==> src/rtl/fifo_pkg.sv <==
// Shared definitions for the parametrised synchronous FIFO family:
// count-width helper and read-mode selector constants.
package fifo_pkg;

    localparam int FIFO_MODE_STD  = 0;
    localparam int FIFO_MODE_FWFT = 1;

    // Width needed to hold an occupancy of 0..depth inclusive.
    function automatic int fifo_cw(input int depth);
        return $clog2(depth + 1);
    endfunction

endpackage

==> src/rtl/fifo_ram_sp.sv <==
// Register-array storage for the FIFO: one synchronous write port and
// one asynchronous read address.
module fifo_ram_sp #(
    parameter int DATA_WIDTH = 32,
    parameter int DEPTH      = 16,
    parameter int AW         = $clog2(DEPTH)
) (
    input  logic                  clk,
    input  logic                  we,
    input  logic [AW-1:0]         waddr,
    input  logic [DATA_WIDTH-1:0] wdata,
    input  logic [AW-1:0]         raddr,
    output logic [DATA_WIDTH-1:0] rdata
);

    logic [DATA_WIDTH-1:0] mem_r [DEPTH];

    // Storage write; contents are intentionally never reset.
    always_ff @(posedge clk) begin
        if (we) begin
            mem_r[waddr] <= wdata;
        end
    end

    assign rdata = mem_r[raddr];

endmodule

==> src/rtl/fifo_sync_param.sv <==
// Parametrised single-clock FIFO with occupancy count, programmable
// almost-full/almost-empty flags, sticky error flags and optional FWFT read.
module fifo_sync_param
    import fifo_pkg::*;
#(
    parameter int  DATA_WIDTH = 32,
    parameter int  DEPTH      = 16,
    parameter int  AF_LEVEL   = DEPTH - 2,
    parameter int  AE_LEVEL   = 2,
    parameter int  FWFT       = FIFO_MODE_STD,
    localparam int CW         = fifo_cw(DEPTH)
) (
    input  logic                  clk,
    input  logic                  rst,
    input  logic                  wr,
    input  logic [DATA_WIDTH-1:0] data_in,
    input  logic                  rd,
    output logic [DATA_WIDTH-1:0] data_out,
    output logic                  empty,
    output logic                  full,
    output logic                  almost_empty,
    output logic                  almost_full,
    output logic [CW-1:0]         count,
    input  logic                  err_clr,
    output logic                  overflow,
    output logic                  underflow
);

    localparam int          AW         = $clog2(DEPTH);
    localparam logic [AW-1:0] PTR_LAST_C = AW'(DEPTH - 1);
    localparam logic [CW-1:0] DEPTH_C    = CW'(DEPTH);
    localparam logic [CW-1:0] AF_C       = CW'(AF_LEVEL);
    localparam logic [CW-1:0] AE_C       = CW'(AE_LEVEL);

    if (DEPTH < 2 || AF_LEVEL > DEPTH || AF_LEVEL < 0 || AE_LEVEL >= DEPTH ||
        AE_LEVEL < 0 || (FWFT != FIFO_MODE_STD && FWFT != FIFO_MODE_FWFT)) begin : g_bad_params
        $fatal(1, "fifo_sync_param: illegal DEPTH/AF_LEVEL/AE_LEVEL/FWFT combination");
    end

    logic [AW-1:0]         wr_ptr_r, rd_ptr_r;
    logic [AW-1:0]         wr_ptr_nxt_s, rd_ptr_nxt_s;
    logic [CW-1:0]         count_r, count_nxt_s;
    logic                  empty_r, full_r, ae_r, af_r;
    logic                  overflow_r, underflow_r;
    logic                  rd_acc_s, wr_acc_s;
    logic [DATA_WIDTH-1:0] ram_rdata_s;

    fifo_ram_sp #(
        .DATA_WIDTH (DATA_WIDTH),
        .DEPTH      (DEPTH),
        .AW         (AW)
    ) u_ram (
        .clk   (clk),
        .we    (wr_acc_s),
        .waddr (wr_ptr_r),
        .wdata (data_in),
        .raddr (rd_ptr_r),
        .rdata (ram_rdata_s)
    );

    // Acceptance: a write into a full FIFO is allowed when a read frees a slot.
    always_comb begin
        rd_acc_s = rd & ~empty_r;
        wr_acc_s = wr & (~full_r | rd_acc_s);
    end

    // Next pointers (explicit wrap so any DEPTH works) and next occupancy.
    always_comb begin
        wr_ptr_nxt_s = wr_ptr_r;
        rd_ptr_nxt_s = rd_ptr_r;
        count_nxt_s  = count_r;
        if (wr_acc_s) begin
            if (wr_ptr_r == PTR_LAST_C) begin
                wr_ptr_nxt_s = '0;
            end else begin
                wr_ptr_nxt_s = wr_ptr_r + AW'(1);
            end
        end else begin
            wr_ptr_nxt_s = wr_ptr_r;
        end
        if (rd_acc_s) begin
            if (rd_ptr_r == PTR_LAST_C) begin
                rd_ptr_nxt_s = '0;
            end else begin
                rd_ptr_nxt_s = rd_ptr_r + AW'(1);
            end
        end else begin
            rd_ptr_nxt_s = rd_ptr_r;
        end
        case ({wr_acc_s, rd_acc_s})
            2'b10:   count_nxt_s = count_r + CW'(1);
            2'b01:   count_nxt_s = count_r - CW'(1);
            default: count_nxt_s = count_r;
        endcase
    end

    // Pointer, occupancy, status and sticky error registers.
    always_ff @(posedge clk) begin
        if (!rst) begin
            wr_ptr_r    <= '0;
            rd_ptr_r    <= '0;
            count_r     <= '0;
            empty_r     <= 1'b1;
            full_r      <= 1'b0;
            ae_r        <= 1'b1;
            af_r        <= (AF_LEVEL == 0);
            overflow_r  <= 1'b0;
            underflow_r <= 1'b0;
        end else begin
            wr_ptr_r    <= wr_ptr_nxt_s;
            rd_ptr_r    <= rd_ptr_nxt_s;
            count_r     <= count_nxt_s;
            empty_r     <= (count_nxt_s == '0);
            full_r      <= (count_nxt_s == DEPTH_C);
            ae_r        <= (count_nxt_s <= AE_C);
            af_r        <= (count_nxt_s >= AF_C);
            // A new error in the same cycle as err_clr keeps the flag set.
            overflow_r  <= (wr & ~wr_acc_s) | (overflow_r & ~err_clr);
            underflow_r <= (rd & ~rd_acc_s) | (underflow_r & ~err_clr);
        end
    end

    if (FWFT == FIFO_MODE_FWFT) begin : g_fwft
        // Head word is exposed directly from storage while non-empty.
        assign data_out = empty_r ? '0 : ram_rdata_s;
    end else begin : g_std
        logic [DATA_WIDTH-1:0] dout_r;

        // Registered read data, loaded only on an accepted pop.
        always_ff @(posedge clk) begin
            if (!rst) begin
                dout_r <= '0;
            end else if (rd_acc_s) begin
                dout_r <= ram_rdata_s;
            end else begin
                dout_r <= dout_r;
            end
        end

        assign data_out = dout_r;
    end

    assign count        = count_r;
    assign empty        = empty_r;
    assign full         = full_r;
    assign almost_empty = ae_r;
    assign almost_full  = af_r;
    assign overflow     = overflow_r;
    assign underflow    = underflow_r;

endmodule

==> config.mk <==
export PLATFORM = sky130hd
export DESIGN_NAME = fifo_sync_param
export DESIGN_NICKNAME = d
export VERILOG_FILES = /design/src/rtl/fifo_pkg.sv /design/src/rtl/fifo_ram_sp.sv /design/src/rtl/fifo_sync_param.sv
export SDC_FILE = /design/constraint.sdc
export NUM_CORES = 1
export LEC_CHECK = 0
export ABC_CLOCK_PERIOD_IN_PS = 4900
export CORE_AREA = 8 8 260 262
export CTS_CLUSTER_DIAMETER = 100
export DETAILED_ROUTE_END_ITERATION = 8
export DIE_AREA = 0 0 268 270
export DONT_BUFFER_PORTS = 1
export GPL_TIMING_DRIVEN = 0
export RECOVER_POWER = 100
export SYNTH_ARGS = -nofsm -noshare
export SYNTH_HDL_FRONTEND = slang
export SYNTH_SLANG_ARGS = --single-unit
==> constraint.sdc <==
create_clock -name clk -period 4.9 [get_ports clk]
set_input_delay 0.98 -clock clk [delete_from_list [all_inputs] [get_ports clk]]
set_output_delay 0.98 -clock clk [all_outputs]
set_load 0.02 [all_outputs]
After elaboration in Yosys (flattened, before gate mapping):

Memories as Yosys holds them, arrays and structs flattened. A register that Yosys moved wholly into a read port is not among the register bits.
Index checks and enable logic that the tools add are counted.
Widths: inputs -> output; s select.

* bitwise operators: 14
* add/sub/neg operators: 4
* reductions and logical operators: 2
* order comparisons: 2
* multiplexer cells: 5
* equal/unequal tests: 5

Operators with widths (number)
* $pmux 5 s2: 1
* $add 4x1->4 const B: 2
* $eq 4x4->1 const B: 2
* $mux 4: 2
* $and 1x1->1: 6
* $add 5x1->5 const B: 1
* $eq 5x5->1 const B: 1
* $ge 5x4->1 const B: 1
* $le 5x2->1 const B: 1
* $logic_not 5->1: 1
* $not 1->1: 5
* $sub 5x1->5 const B: 1
* $or 1x1->1: 3
* $eq 2x1->1 const B: 1
* $eq 2x2->1 const B: 1
* $mux 1: 2
* $logic_not 1->1: 1

* flip-flop bits (word level): 19
* bits of input ports: 37
* memories kept: 1
* bits in writable memories: 512

Memories
* u_ram.mem_r: depth 16, bits a word 32, rd ports 1, clocked after memory_dff 1, write ports 1, line fifo_ram_sp.sv:16 `logic [DATA_WIDTH-1:0] mem_r [DEPTH];`

Logic depth before layout (Yosys ltp):

Gate-level depths: netlist of the first run.

* depth in word-level cells: 7
* gate-level depth with buffers: 13
* depth with buffers taken out: 11

By module:

From an unflattened synthesis of the first run, not the netlist that was laid out.

* cells, all modules: 1072
* area total of the unflattened synthesis: 21505.6 sq um

By module, submodules not included
* fifo_ram_sp: seq. area each 15374.7 sq um, area each 19213.4 sq um, cells each 806, times used 1
* fifo_sync_param: seq. area each 1021.0 sq um, area each 2292.2 sq um, cells each 266, times used 1

Worst setup path before layout of the first run:

Ideal clock, no wire load.

* path type: in2reg
* start point: in rd
* end point: mem u_ram.mem_r[3][0], enable pin
* setup time: 461 ps
* required time: 4439 ps
* arrival: 3778 ps
* slack: 661 ps
* stages on the path: 5
* cell sequence: nand2b_1 buf_6 a21boi_4 nand2_1 nor3_1

* longest elaborated chain between the ends: 5

Ends and longest elaborated chain
* start: declaration: line fifo_sync_param.sv:17 `input logic rd,`
* $and 1x1->1: line fifo_sync_param.sv:63 `rd_acc_s = rd & ~empty_r;`
* $or 1x1->1: line fifo_sync_param.sv:64 `wr_acc_s = wr & (~full_r | rd_acc_s);`
* $and 1x1->1: line fifo_sync_param.sv:64
* $mux 1: line fifo_ram_sp.sv:20 `if (we) begin`
* $mux 1 (implied by the code): line fifo_ram_sp.sv:21 `mem_r[waddr] <= wdata;`
* end: declaration: line fifo_ram_sp.sv:16

No other way between the ends.

Final worst setup path of the first run:

* start point: reg empty_r, in the netlist empty
* end point: mem u_ram.mem_r[0][18], enable pin

* longest elaborated chain between the ends: 6

Ends and longest elaborated chain
* start: declaration: line fifo_sync_param.sv:43 `logic empty_r, full_r, ae_r, af_r;`
* start signal: assignment: line fifo_sync_param.sv:113 `empty_r <= (count_nxt_s == '0);`
* $not 1->1: line fifo_sync_param.sv:63
* $and 1x1->1: line fifo_sync_param.sv:63
* $or 1x1->1: line fifo_sync_param.sv:64
* $and 1x1->1: line fifo_sync_param.sv:64
* $mux 1: line fifo_ram_sp.sv:20
* $mux 1 (implied by the code): line fifo_ram_sp.sv:21

No other way between the ends.

==> reports/results.txt, run 1 <==
The run finished, with violations left. In the final design database the tool counted 1125 nets. The number of synthesized flops with an enable pin was 512; the total count of hold-check failures in the final report was 0.

The initial core utilization came out at 33.6%. Global routing consumed, over all layers together, 13.2% of the routing resources. The logs give 21400 sq um for the netlist area before placement and 4640 sq um for the area of combinational cells with multiple inputs.

During placement, the flow inserted port buffers numbering 0. The number of global-route vias before repair is 10359, and the total CTS buffers is 52. The post-synthesis area per instance came out at 21.4 sq um.

The fraction of final layout cells with drive strength greater than 1 was 22.1%. The logs give 70700 um for the first-pass GRT wire length and 563 for the clock sink count. The async set-or-reset flop fraction in the synthesized netlist is 0%.

The initial antenna violation count came out at 0. The final reports fail on max-capacitance violations, max-slew violations. The minimum clock period is 3700 ps. The clock root buffer was sky130_fd_sc_hd__clkbuf_16. The initialized floorplan defines 93 standard-cell rows. After the first detailed-routing iteration, the DRC count stood at 769.

The Yosys warning count is 0, and the area used by sequential logic in the layout is 16400 sq um. The worst setup path is captured at a flop. The core region is 63600 sq um. The completed layout was analyzed and its total power is 10400 uW.

In this run the number of H-tree levels came out at 2. The number of diodes came out at 0. The logs give 0.00734 uW for the leakage power summed over all cells and 1043 for the total nets after synthesis.

In the synthesized netlist, the cells that appear most often are sky130_fd_sc_hd__edfxtp_1, sky130_fd_sc_hd__mux4_2, sky130_fd_sc_hd__mux2i_1. STA puts the critical path data required time at 5120 ps. The routed design has 47900 um of wire. The tools report the weighted congestion reported at the end of routability-driven placement as 0.700. The floorplan step set the die height to 270 um. Between clock sinks in the finished design, the worst skew comes to 14.5 ps. After filler insertion, the fill cell instance count of the layout stands at 5719. For the max-slew headroom at the worst pin, the log shows -51.6%. By instance count, the leading cell after synthesis is sky130_fd_sc_hd__edfxtp_1. The total overflow left after global routing is 0. After detailed routing, the number of remaining DRC violations is 0. Of all nets on the critical path, the largest fanout is 10. The setup path with the least slack is of type reg2reg.

The largest area contributor in the synthesized netlist was sky130_fd_sc_hd__edfxtp_1. Synthesis produced a netlist whose cell count is 998. For the number of iterations in the first detailed-routing pass, the log shows 7. The die covers 72400 sq um. For this block, the via count after detailed routing is 9927.

Setup violations remaining at the end of the flow were counted as 0. The least setup slack across all paths after layout was 1200 ps; the die span in x was 268 um. The worst setup path is launched from a flop. After detailed routing, the number of vias per cell comes to 5.02. At the pin with the least slew margin, the transition time is 2270 ps. The class of the worst hold path was in2reg. After detailed routing, the average wire length per cell comes to 24.2 um. After clock tree synthesis, the repair step resized 0 gates. Across the VDD grid, the largest voltage drop is 0.277 mV. Timing would allow up to 270 MHz. The count of antenna-violating nets left after detailed routing is 0, and the worst slack after detailed placement is 1510 ps.

For the number of max-slew violations in the final report, the log shows 184. The final critical path takes up 75.6% of the cycle. Sorting the synthesized cells by area gives the leading types as sky130_fd_sc_hd__edfxtp_1, sky130_fd_sc_hd__mux4_2, sky130_fd_sc_hd__dfxtp_1.

Counting flops and latches in the post-synthesis netlist gives 563. Power spread over the standard cell area amounts to 426 nW/um^2. TritonCTS built the clock tree.

In this run the count of I/O pins placed on the die edge is 80. Of the post-synthesis cell area, the dominant cell type holds 71.8%. Clock-pin slew was measured on the worst setup and hold paths at 60 ps. Counting distinct cell types in the post-synthesis netlist gives 46. The post-cts hold buffer count was 0; the half-perimeter wire length after placement was 31700 um. In this run the post-CTS setup repair buffer count came out at 0. The relative area change from synthesis to final layout was 14.2%. Setup repair after global routing left no endpoint under its margin. For this run, the leading register cell type out of synthesis is sky130_fd_sc_hd__edfxtp_1.

Entering global routing, the biggest net connects 21 pins. The tools report the number of buffers on the longest clock path as 3. Sequential cells were found to cover 76.6% of the synthesized design area.

The logs give 590 ps for the latest clock arrival within the worst-skew pair and 3920 ps for the worst path arrival time. The max-cap violation count is 12.
-- cell type report --
type | instances | share of cell area (%)
flip-flops and latches | 563 | 67.1
multi-input cells | 368 | 19.0
plain buffers | 57 | 1.25
repair buffers | 28 | 1.44
well taps | 855 | 4.38
clock inverters | 26 | 0.875
inverters | 10 | 0.154
clock buffers | 71 | 5.87
-- metrics by stage --
stage                     util, %  area [sq um]  cells  hold WS, ps  TNS, ps
after floorplan                 -         21400    998          480        0
after global placement       35.3         22500   1853          517  -348520
after detailed placement     36.2         23100   1881          522        0
after CTS                    38.8         24700   1978          442        0
after global routing         38.4         24400   1978          446        0
final                        38.4         24400   1978          480        0
-- worst paths after layout --
check                            from                           end  slack [ps]  cells after the start
max reg2reg          empty$_SDFF_PN1_  u_ram.mem_r[0][18]$_DFFE_PP_        1200                      7
min reg2reg  rd_ptr_r[3]$_SDFFE_PN0P_      rd_ptr_r[3]$_SDFFE_PN0P_         530                      2
min                       data_in[14]  u_ram.mem_r[9][14]$_DFFE_PP_         480                      0
max                  empty$_SDFF_PN1_  u_ram.mem_r[0][18]$_DFFE_PP_        1200                      7
-- per-layer routing --
metal / part of all wire (%) / vias up / GRT usage [%]
met5: 0 / - / 0
met4: 2.3 / 0 / 3.53
li1: - / 4317 / -
met3: 6.8 / 80 / 3.46
met1: 42 / 5291 / 16.9
met2: 49 / 239 / 22.2
-- power by group --
part | switching, uW | leakage, uW | total [uW] | internal [uW]
clock network | 1710 | 0.000802 | 3920 | 2210
logic | 518 | 0.00150 | 997 | 479
registers | 153 | 0.00504 | 5500 | 5340
total | 2380 | 0.00734 | 10400 | 8030
-- placed cells by master, fill, tap and decap left out, types with 4 or more instances in the layout --
cell and instances:
sky130_fd_sc_hd__edfxtp_1 512, sky130_fd_sc_hd__mux4_2 128, sky130_fd_sc_hd__mux2i_1 64, sky130_fd_sc_hd__clkbuf_1 57, sky130_fd_sc_hd__clkbuf_16 53, sky130_fd_sc_hd__dfxtp_1 51
sky130_fd_sc_hd__nand2_1 45, sky130_fd_sc_hd__o221ai_1 32, sky130_fd_sc_hd__nor2_1 28, sky130_fd_sc_hd__buf_2 19, sky130_fd_sc_hd__a21oi_1 11, sky130_fd_sc_hd__buf_6 11
sky130_fd_sc_hd__inv_1 10, sky130_fd_sc_hd__clkinv_2 9, sky130_fd_sc_hd__ha_1 8, sky130_fd_sc_hd__clkinv_1 8, sky130_fd_sc_hd__buf_12 7, sky130_fd_sc_hd__nor3_1 5
sky130_fd_sc_hd__xnor2_1 5, sky130_fd_sc_hd__buf_16 5, sky130_fd_sc_hd__nand2b_1 4, sky130_fd_sc_hd__clkbuf_8 4
-- critical path, stage by stage, from the launching register on --
cell and delay (ps):
sky130_fd_sc_hd__dfxtp_1 390, sky130_fd_sc_hd__nand2b_1 170, sky130_fd_sc_hd__clkbuf_1 230, sky130_fd_sc_hd__a21boi_4 370
sky130_fd_sc_hd__nand2_1 190, sky130_fd_sc_hd__nor3_1 950, sky130_fd_sc_hd__clkbuf_1 490, sky130_fd_sc_hd__clkbuf_1 530
-- cells by family (layout without fill, tap and decap cells) --
logic type | after synthesis | count (layout) | synth area share (%)
DFF | 563 | 563 | 76.6
muxes | 193 | 193 | 16.5
and+or+nand+nor | 94 | 94 | 1.95
buffers and inverters | 67 | 192 | 1.67
AOI/OAI and AO/OA | 65 | 65 | 2.47
adders and majority gates | 8 | 8 | 0.468
xor gates and xnor gates | 8 | 8 | 0.327
-- sequential cells by signal, summed over array words and instances (netlist names) --
register,count
almost_empty,1
almost_full,1
count,5
data_out,32
empty,1
full,1
overflow,1
rd_ptr_r,4
u_ram.mem_r,512
underflow,1
wr_ptr_r,4
Power figures use the tool's default switching activity.
==> inputs of run 2 (changes only) <==
--- a/config.mk
+++ b/config.mk
@@ -5,7 +5,7 @@
 export SDC_FILE = /design/constraint.sdc
 export NUM_CORES = 1
 export LEC_CHECK = 0
-export ABC_CLOCK_PERIOD_IN_PS = 4900
+export ABC_CLOCK_PERIOD_IN_PS = 3650
 export CORE_AREA = 8 8 260 262
 export CTS_CLUSTER_DIAMETER = 100
 export DETAILED_ROUTE_END_ITERATION = 8
==> constraint.sdc (replaced) <==
create_clock -name clk -period 3.65 [get_ports clk]
set_input_delay 0.73 -clock clk [delete_from_list [all_inputs] [get_ports clk]]
set_output_delay 0.73 -clock clk [all_outputs]
set_load 0.02 [all_outputs]
==> run 2 against run 1 <==
The flow still finishes with violations (max-capacitance violations, max-slew violations). Routed wire length increased by 0.65%. Sequential share of layout area decreased by 1.0 points. First-iteration DRC count decreased by 6.2%. Critical path type unchanged. Largest power group unchanged.
==> reports/results.txt, run 2 (synthesis results as in run 1) <==
The post-cts resize count was 0 (unchanged). The fraction of power spent switching nets is 22.9% (about the same), and the met2 layer usage reported by global route is 22.5% (+0.33 points). The worst stage delay on the critical path was 1220 ps (+270 ps); the flip-flop count of the largest register after layout was 512 (unchanged). The run gives 23100 sq um (+0.16%) as the instance area at placement. The cell area power density was 583 nW/um^2 (+37%). The register with the most flip-flops in the final layout is u_ram.mem_r.

The remaining routing DRC violations was 0 (unchanged). The tools report the required time of the critical path as 3940 ps (-1180 ps). Initial antenna violation count: 0 (unchanged). CTS placed an instance of sky130_fd_sc_hd__clkbuf_16 at the clock tree root. For the cell-internal power, the log shows 11200 uW (+39%). The global routing's busiest layer is met2. The number of iterations in the first detailed-routing pass is 4 (-3), and the number of vias after detailed routing is 9943 (+0.16%). The sum of buffers and inverters on the critical path was 2 (-1).

The total count of hold-check failures in the final report was 0 (unchanged). Most frequent standard cell in the layout excluding fill and tap cells: sky130_fd_sc_hd__edfxtp_1. The minimum clock period was 3170 ps (-529 ps); the y dimension of the die was 270 um (unchanged).

For the worst-case clock skew, the log shows 30.6 ps (+16.1 ps). The number of max-slew violations in the final report came out at 10 (-95%). STA classifies the critical path startpoint as a flop.

The number of buffers on the longest clock path is 3 (unchanged), and the worst path arrival time is 3460 ps (-460 ps). The run gives 63600 sq um (unchanged) as the placeable core region. The nature of the critical path endpoint was a flop.

The switching component of the power was 3310 uW (+39%). The clock sink count is 563 (unchanged). For the number of diodes, the log shows 0 (unchanged).

The post-cts hold buffer count was 0 (unchanged); the max-slew headroom at the worst pin was -6.49% (+45 points). The tools report the overall routed net length as 48200 um (+0.65%). The initial core utilization is 33.6% (unchanged), and the number of global-route vias before repair is 10535 (+1.7%). The tools report the number of primary I/O pins as 80 (unchanged). The run finished, with violations left. The fraction of final layout cells with drive strength greater than 1 works out to 25.5% (+3.4 points). The total CTS buffers is 56 (+7.7%). The tools report the post-placement cell count as 1874 (-0.37%).

The run gives 1122 (-0.27%) as the layout net count. The maximum resistive drop on vdd is 0.363 mV (+31%), and the latest clock arrival within the worst-skew pair is 610 ps (+20 ps). Setup-violating endpoint count in the final report: 0 (unchanged). The number of inserted filler cells in the final layout was 5689 (-0.52%); the max-cap violation count was 1 (-11).

For the detailed router's first-iteration violation count, the log shows 721 (-6.2%). The peak fanout along the critical path came out at 11 (+1). Overall routing resource usage: 13.4% (+0.18 points). TritonCTS built the clock tree. The tools report the maximum achievable frequency as 315 MHz (+17%). Leaving out fill and tap cells, the most frequent cells in the layout are sky130_fd_sc_hd__edfxtp_1, sky130_fd_sc_hd__mux4_2, sky130_fd_sc_hd__mux2i_1, sky130_fd_sc_hd__clkbuf_16, sky130_fd_sc_hd__dfxtp_1. The slowest stage cell on the critical path was sky130_fd_sc_hd__nor3_2. The cell depth of the worst hold path works out to 0 (unchanged). The first-pass GRT wire length was 71600 um (+1.3%). The count of antenna-violating nets left after detailed routing was 0 (unchanged); the weighted congestion reported at the end of routability-driven placement was 0.704 (+0.59%).

For the global-route track usage on met1, the log shows 16.7% (-0.13 points). The transition at the pin with the smallest max-transition slack is 1590 ps (-677 ps), and the number of buffers inserted by post-CTS setup repair is 0 (unchanged). On the critical path the largest part of the delay comes from simple AND/OR/NAND/NOR gates. The number of buffer cells added on primary ports is 0 (unchanged).

The signal on the critical path passes through nand2b_1 > clkbuf_1 > a21boi_4 > nand2_1 > nor3_2 > buf_8. The final reports fail on max-capacitance violations, max-slew violations. The relative area change from synthesis to final layout is 16.0%, and the number of vias per cell is 5.03 (+0.16%). The worst setup path is of the reg2reg kind.

For the half-perimeter wire length after placement, the log shows 31800 um (+0.28%). The die span in x came out at 268 um (unchanged). The critical path depth is 6 (-1).

The mean routed wirelength per cell is 24.4 um (+0.65%). The number of cell instances on the worst register-to-register path was 6 (-1). The sequential fraction of design power was 51.0% (-1.8 points); the global-route congestion overflow total was 0 (unchanged). The final cell area excluding filler cells was 24800 sq um (+1.6%). In this run the worst hold path is classified as in2reg.

The leakage power summed over all cells was 0.00750 uW (+2.2%). The number of H-tree branching levels is 2 (unchanged), and the share of the clock period used by the worst path is 87.0% (+11 points). The largest net degree at the start of global routing was 20 (-4.8%). The die outline area was 72400 sq um (unchanged); the final instance count without filler cells was 1978 (unchanged). The portion of total power attributed to combinational logic is 9.4% (-0.2 points). The logs give 4.12% (+0.66 points) for the fraction of met3 tracks used by global routing and 39.6% (+1.9 points) for the share of total power in the clock network. For the cell row count, the log shows 93 (unchanged). The clock-pin slew reported for the worst setup and hold paths after clock tree synthesis is 70 ps (about the same).

Setup repair after global routing left no endpoint under its margin.
==> run 2: changes by cell type in the layout (fill, tap and decap cells not counted), sizes merged <==
cell / change
bufinv: +3
buf: +8
clkinv: +4
clkbuf: -18
inv: +1
clkinvlp: +2
==> run 2: cell type report <==
type / instances / area (sq um) / share of cell area [%]
Clock buffer: 68 / 1480 / 5.95
Inverter: 10 / 37.5 / 0.151
Buffer: 57 / 307 / 1.23
Sequential cell: 563 / 16400 / 66.0
Tap cell: 855 / 1070 / 4.31
Clock inverter: 36 / 364 / 1.47
Timing Repair Buffer: 21 / 480 / 1.94
Multi-Input combinational cell: 368 / 4700 / 18.9
==> run 2: final timing paths <==
check        slack [ps]                           end                      from
max                 480  u_ram.mem_r[2][22]$_DFFE_PP_          empty$_SDFF_PN1_
min                 210  u_ram.mem_r[7][14]$_DFFE_PP_               data_in[14]
max reg2reg         480  u_ram.mem_r[2][22]$_DFFE_PP_          empty$_SDFF_PN1_
min reg2reg         540      rd_ptr_r[3]$_SDFFE_PN0P_  rd_ptr_r[3]$_SDFFE_PN0P_
==> run 2: worst reg2reg max path, cell delays in order, from the launching register on <==
cell	delay, ps
sky130_fd_sc_hd__dfxtp_1	390
sky130_fd_sc_hd__nand2b_1	180
sky130_fd_sc_hd__clkbuf_1	220
sky130_fd_sc_hd__a21boi_4	350
sky130_fd_sc_hd__nand2_1	220
sky130_fd_sc_hd__nor3_2	1220
sky130_fd_sc_hd__buf_8	280
==> run 2: layer usage <==
metal / routed length [um] / vias to the layer above / part of all wire, %
met1: 19500 / 5307 / 41
met2: 24100 / 251 / 50
met4: 973 / 0 / 2.0
met3: 3590 / 73 / 7.5
li1: - / 4312 / -
met5: 0 / - / 0
==> run 2: through the flow <==
step	utilization, %	setup slack, ps	power [uW]	hold WS (ps)	setup TNS [ps]
2_1_floorplan	-	516	8510	480	0
3_3_place_gp	35.3	-1430	8870	527	-576850
3_5_place_dp	36.3	506	8920	521	0
4_1_cts	39.2	708	14700	169	0
5_1_grt	39.0	279	15000	175	0
6_report	39.0	476	14500	210	0
==> run 2: power groups by stage <==
stage	clock network [uW]	registers, uW	logic (uW)
2_1_floorplan	0	7470	1040
5_1_grt	6090	7400	1480
6_report	5730	7380	1350
3_5_place_dp	0	7530	1390
4_1_cts	5860	7390	1400
3_3_place_gp	0	7530	1340
==> inputs of run 3 (changes only) <==
--- a/config.mk
+++ b/config.mk
@@ -5,13 +5,13 @@
 export SDC_FILE = /design/constraint.sdc
 export NUM_CORES = 1
 export LEC_CHECK = 0
-export ABC_CLOCK_PERIOD_IN_PS = 3650
-export CORE_AREA = 8 8 260 262
+export CORE_AREA = 8 8 257 259
 export CTS_CLUSTER_DIAMETER = 100
 export DETAILED_ROUTE_END_ITERATION = 8
-export DIE_AREA = 0 0 268 270
+export DIE_AREA = 0 0 265 267
 export DONT_BUFFER_PORTS = 1
 export GPL_TIMING_DRIVEN = 0
+export HOLD_SLACK_MARGIN = 0.03
 export RECOVER_POWER = 100
 export SYNTH_ARGS = -nofsm -noshare
 export SYNTH_HDL_FRONTEND = slang
==> run 3 against run 2 <==
The flow still finishes with violations (max-capacitance violations, max-slew violations). Routed wire length is 0.18% lower. Critical endpoint is now u_ram.mem_r[1][13]$_DFFE_PP_. Critical path type unchanged. Register-to-register slack worse by 20 ps. Hold slack better by 1.7 ps. Die area is 2.2% lower. Highest routed layer unchanged.
==> reports/results.txt, run 3 (synthesis results as in run 1) <==
The peak fanout along the critical path was 13 (+2). The logs give 3500 ps (+40 ps) for the worst path arrival time and 0 (unchanged) for the remaining routing DRC violations. Total count of hold-check failures in the final report: 0 (unchanged). The logs give 1121 (-0.089%) for the layout net count and 19.9 ps (-10.7 ps) for the worst-case clock skew. The number of vias per cell was 5.20 (+3.4%); the sum of buffers and inverters on the critical path was 2 (unchanged). The run gives 0 ps (unchanged) as the sum of negative setup slack. The relative area change from synthesis to final layout is 15.2%.

The transition at the pin with the smallest max-transition slack is 1640 ps (+50.7 ps). For the number of vias after detailed routing, the log shows 9985 (+0.42%). The signal on the critical path passes through nand2b_1 > clkbuf_1 > a21boi_4 > nand2_1 > nor3_2 > buf_8. The post-placement cell count was 1818 (-3.0%); the y dimension of the die was 267 um (-1.1%). For the placeable core region, the log shows 62200 sq um (-2.3%). The initial core utilization was 34.4% (+0.81 points).

Cell area power density: 575 nW/um^2 (-1.4%). The setup path with the least slack is of type reg2reg. The logs give 13.5% (+0.13 points) for the overall routing resource usage and 0 (unchanged) for the initial antenna violation count. TritonCTS built the clock tree.

The latest clock arrival within the worst-skew pair was 610 ps (about the same); the maximum achievable frequency was 314 MHz (-0.47%). The global-route congestion overflow total was 0 (unchanged); the share of the clock period used by the worst path was 87.4% (+0.41 points). The largest net degree at the start of global routing is 20 (unchanged), and the fraction of final layout cells with drive strength greater than 1 is 24.2% (-1.3 points). The total CTS buffers was 55 (-1.8%).

Max-slew headroom at the worst pin: -9.89% (-3.4 points). The maximum resistive drop on vdd is 0.350 mV (-3.7%). Among all stages on the critical path, the largest delay is contributed by sky130_fd_sc_hd__nor3_2. The run finished, with violations left. The clock root buffer is sky130_fd_sc_hd__clkbuf_16. The number of primary I/O pins was 80 (unchanged). The minimum clock period is 3190 ps (+15.1 ps). The flip-flop count of the largest register after layout came out at 512 (unchanged). Setup repair after global routing left no endpoint under its margin. For the number of global-route vias before repair, the log shows 10472 (-0.60%).

The final reports fail on max-capacitance violations, max-slew violations. The max-cap violation count is 2 (+1), and the number of diodes is 0 (unchanged). The number of buffer cells added on primary ports was 0 (unchanged); the count of antenna-violating nets left after detailed routing was 0 (unchanged).

For the detailed router's first-iteration violation count, the log shows 933 (+29%). Among cell families on the critical path, the largest total delay comes from simple AND/OR/NAND/NOR gates. The logs give 71000 um (-0.78%) for the first-pass GRT wire length and 5 (+1) for the number of iterations in the first detailed-routing pass. The tools report the final instance count without filler cells as 1921 (-2.9%).

The min-delay analysis places its worst path in the category in2reg. For the weighted congestion reported at the end of routability-driven placement, the log shows 0.703 (-0.11%). The post-cts hold buffer count was 0 (unchanged); the overall routed net length was 48100 um (-0.18%).

The run gives 3 (unchanged) as the number of buffers on the longest clock path. The tools report the setup-violating endpoint count in the final report as 0 (unchanged). The clock-pin slew reported for the worst setup and hold paths after clock tree synthesis is 60 ps (about the same).

The largest register by flop count is u_ram.mem_r. The tools report the startpoint class of the critical path as a flop. The total power of the final layout is 14200 uW (-2.0%), and the leakage power summed over all cells is 0.00745 uW (-0.67%). The half-perimeter wire length after placement is 31300 um (-1.5%), and the cell row count is 92 (-1.1%).

The number of max-slew violations in the final report was 12 (+2); the number of H-tree branching levels was 2 (unchanged). The number of buffers inserted by post-CTS setup repair was 0 (unchanged). Post-cts resize count: 0 (unchanged).

The most frequent standard cell in the layout excluding fill and tap cells is sky130_fd_sc_hd__edfxtp_1. For the required time of the critical path, the log shows 3960 ps (+20 ps). In the layout the commonest cells are sky130_fd_sc_hd__edfxtp_1, sky130_fd_sc_hd__mux4_2, sky130_fd_sc_hd__mux2i_1, sky130_fd_sc_hd__clkbuf_16, sky130_fd_sc_hd__dfxtp_1.

The mean routed wirelength per cell came out at 25.0 um (+2.8%). The worst stage delay on the critical path came out at 1260 ps (+40 ps). The die outline area came out at 70800 sq um (-2.2%).

Die span in x: 265 um (-1.1%). The tools report the nature of the critical path endpoint as a flop. The tools report the clock sink count as 563 (unchanged).
-- run 3: cell count changes in the layout (fill, tap and decap cells not counted), sizes merged --
cell	delta
clkinv	-9
buf	-1
bufinv	-5
clkinvlp	-4
clkbuf	+19
inv	-1
-- run 3: final cells by class --
class	count	area, sq um
timing repair buffer	21	474
clock inverter	17	146
clock buffer	86	1600
multi-input combinational	368	4700
fill	5502	37500
tap	799	1000
buffer	57	307
inverter	10	37.5
sequential	563	16400
-- run 3: metal layers --
metal  vias up  routed length [um]  part of all wire (%)  global-route usage, %
li1       4308                   -                     -                      -
met1      5323               19700                    41                   16.9
met2       284               23700                    49                   22.9
met3        70                3700                   7.7                   4.26
met4         0                 923                   1.9                   3.29
met5         -                   0                     0                      0
-- run 3: worst paths after layout --
kind	slack (ps)	end	cells past startpoint	startpoint
max	460	u_ram.mem_r[1][13]$_DFFE_PP_	6	empty$_SDFF_PN1_
max reg2reg	460	u_ram.mem_r[1][13]$_DFFE_PP_	6	empty$_SDFF_PN1_
min	210	u_ram.mem_r[12][0]$_DFFE_PP_	0	data_in[0]
min reg2reg	520	rd_ptr_r[3]$_SDFFE_PN0P_	2	rd_ptr_r[3]$_SDFFE_PN0P_
-- run 3: stage by stage --
stage	hold slack (ps)	setup WS [ps]	utilization, %	area [sq um]
finish	212	461	39.7	24700
CTS	167	706	39.9	24800
floorplan	480	516	-	21400
global route	171	271	39.7	24700
global placement	520	-1460	36.1	22400
detailed placement	523	498	37.0	23000
-- run 3: report_power, final --
part | switching, uW | internal, uW | total, uW
Clock | 2350 | 3100 | 5450
Combinational | 688 | 656 | 1340
Sequential | 204 | 7180 | 7380
Total | 3240 | 10900 | 14200
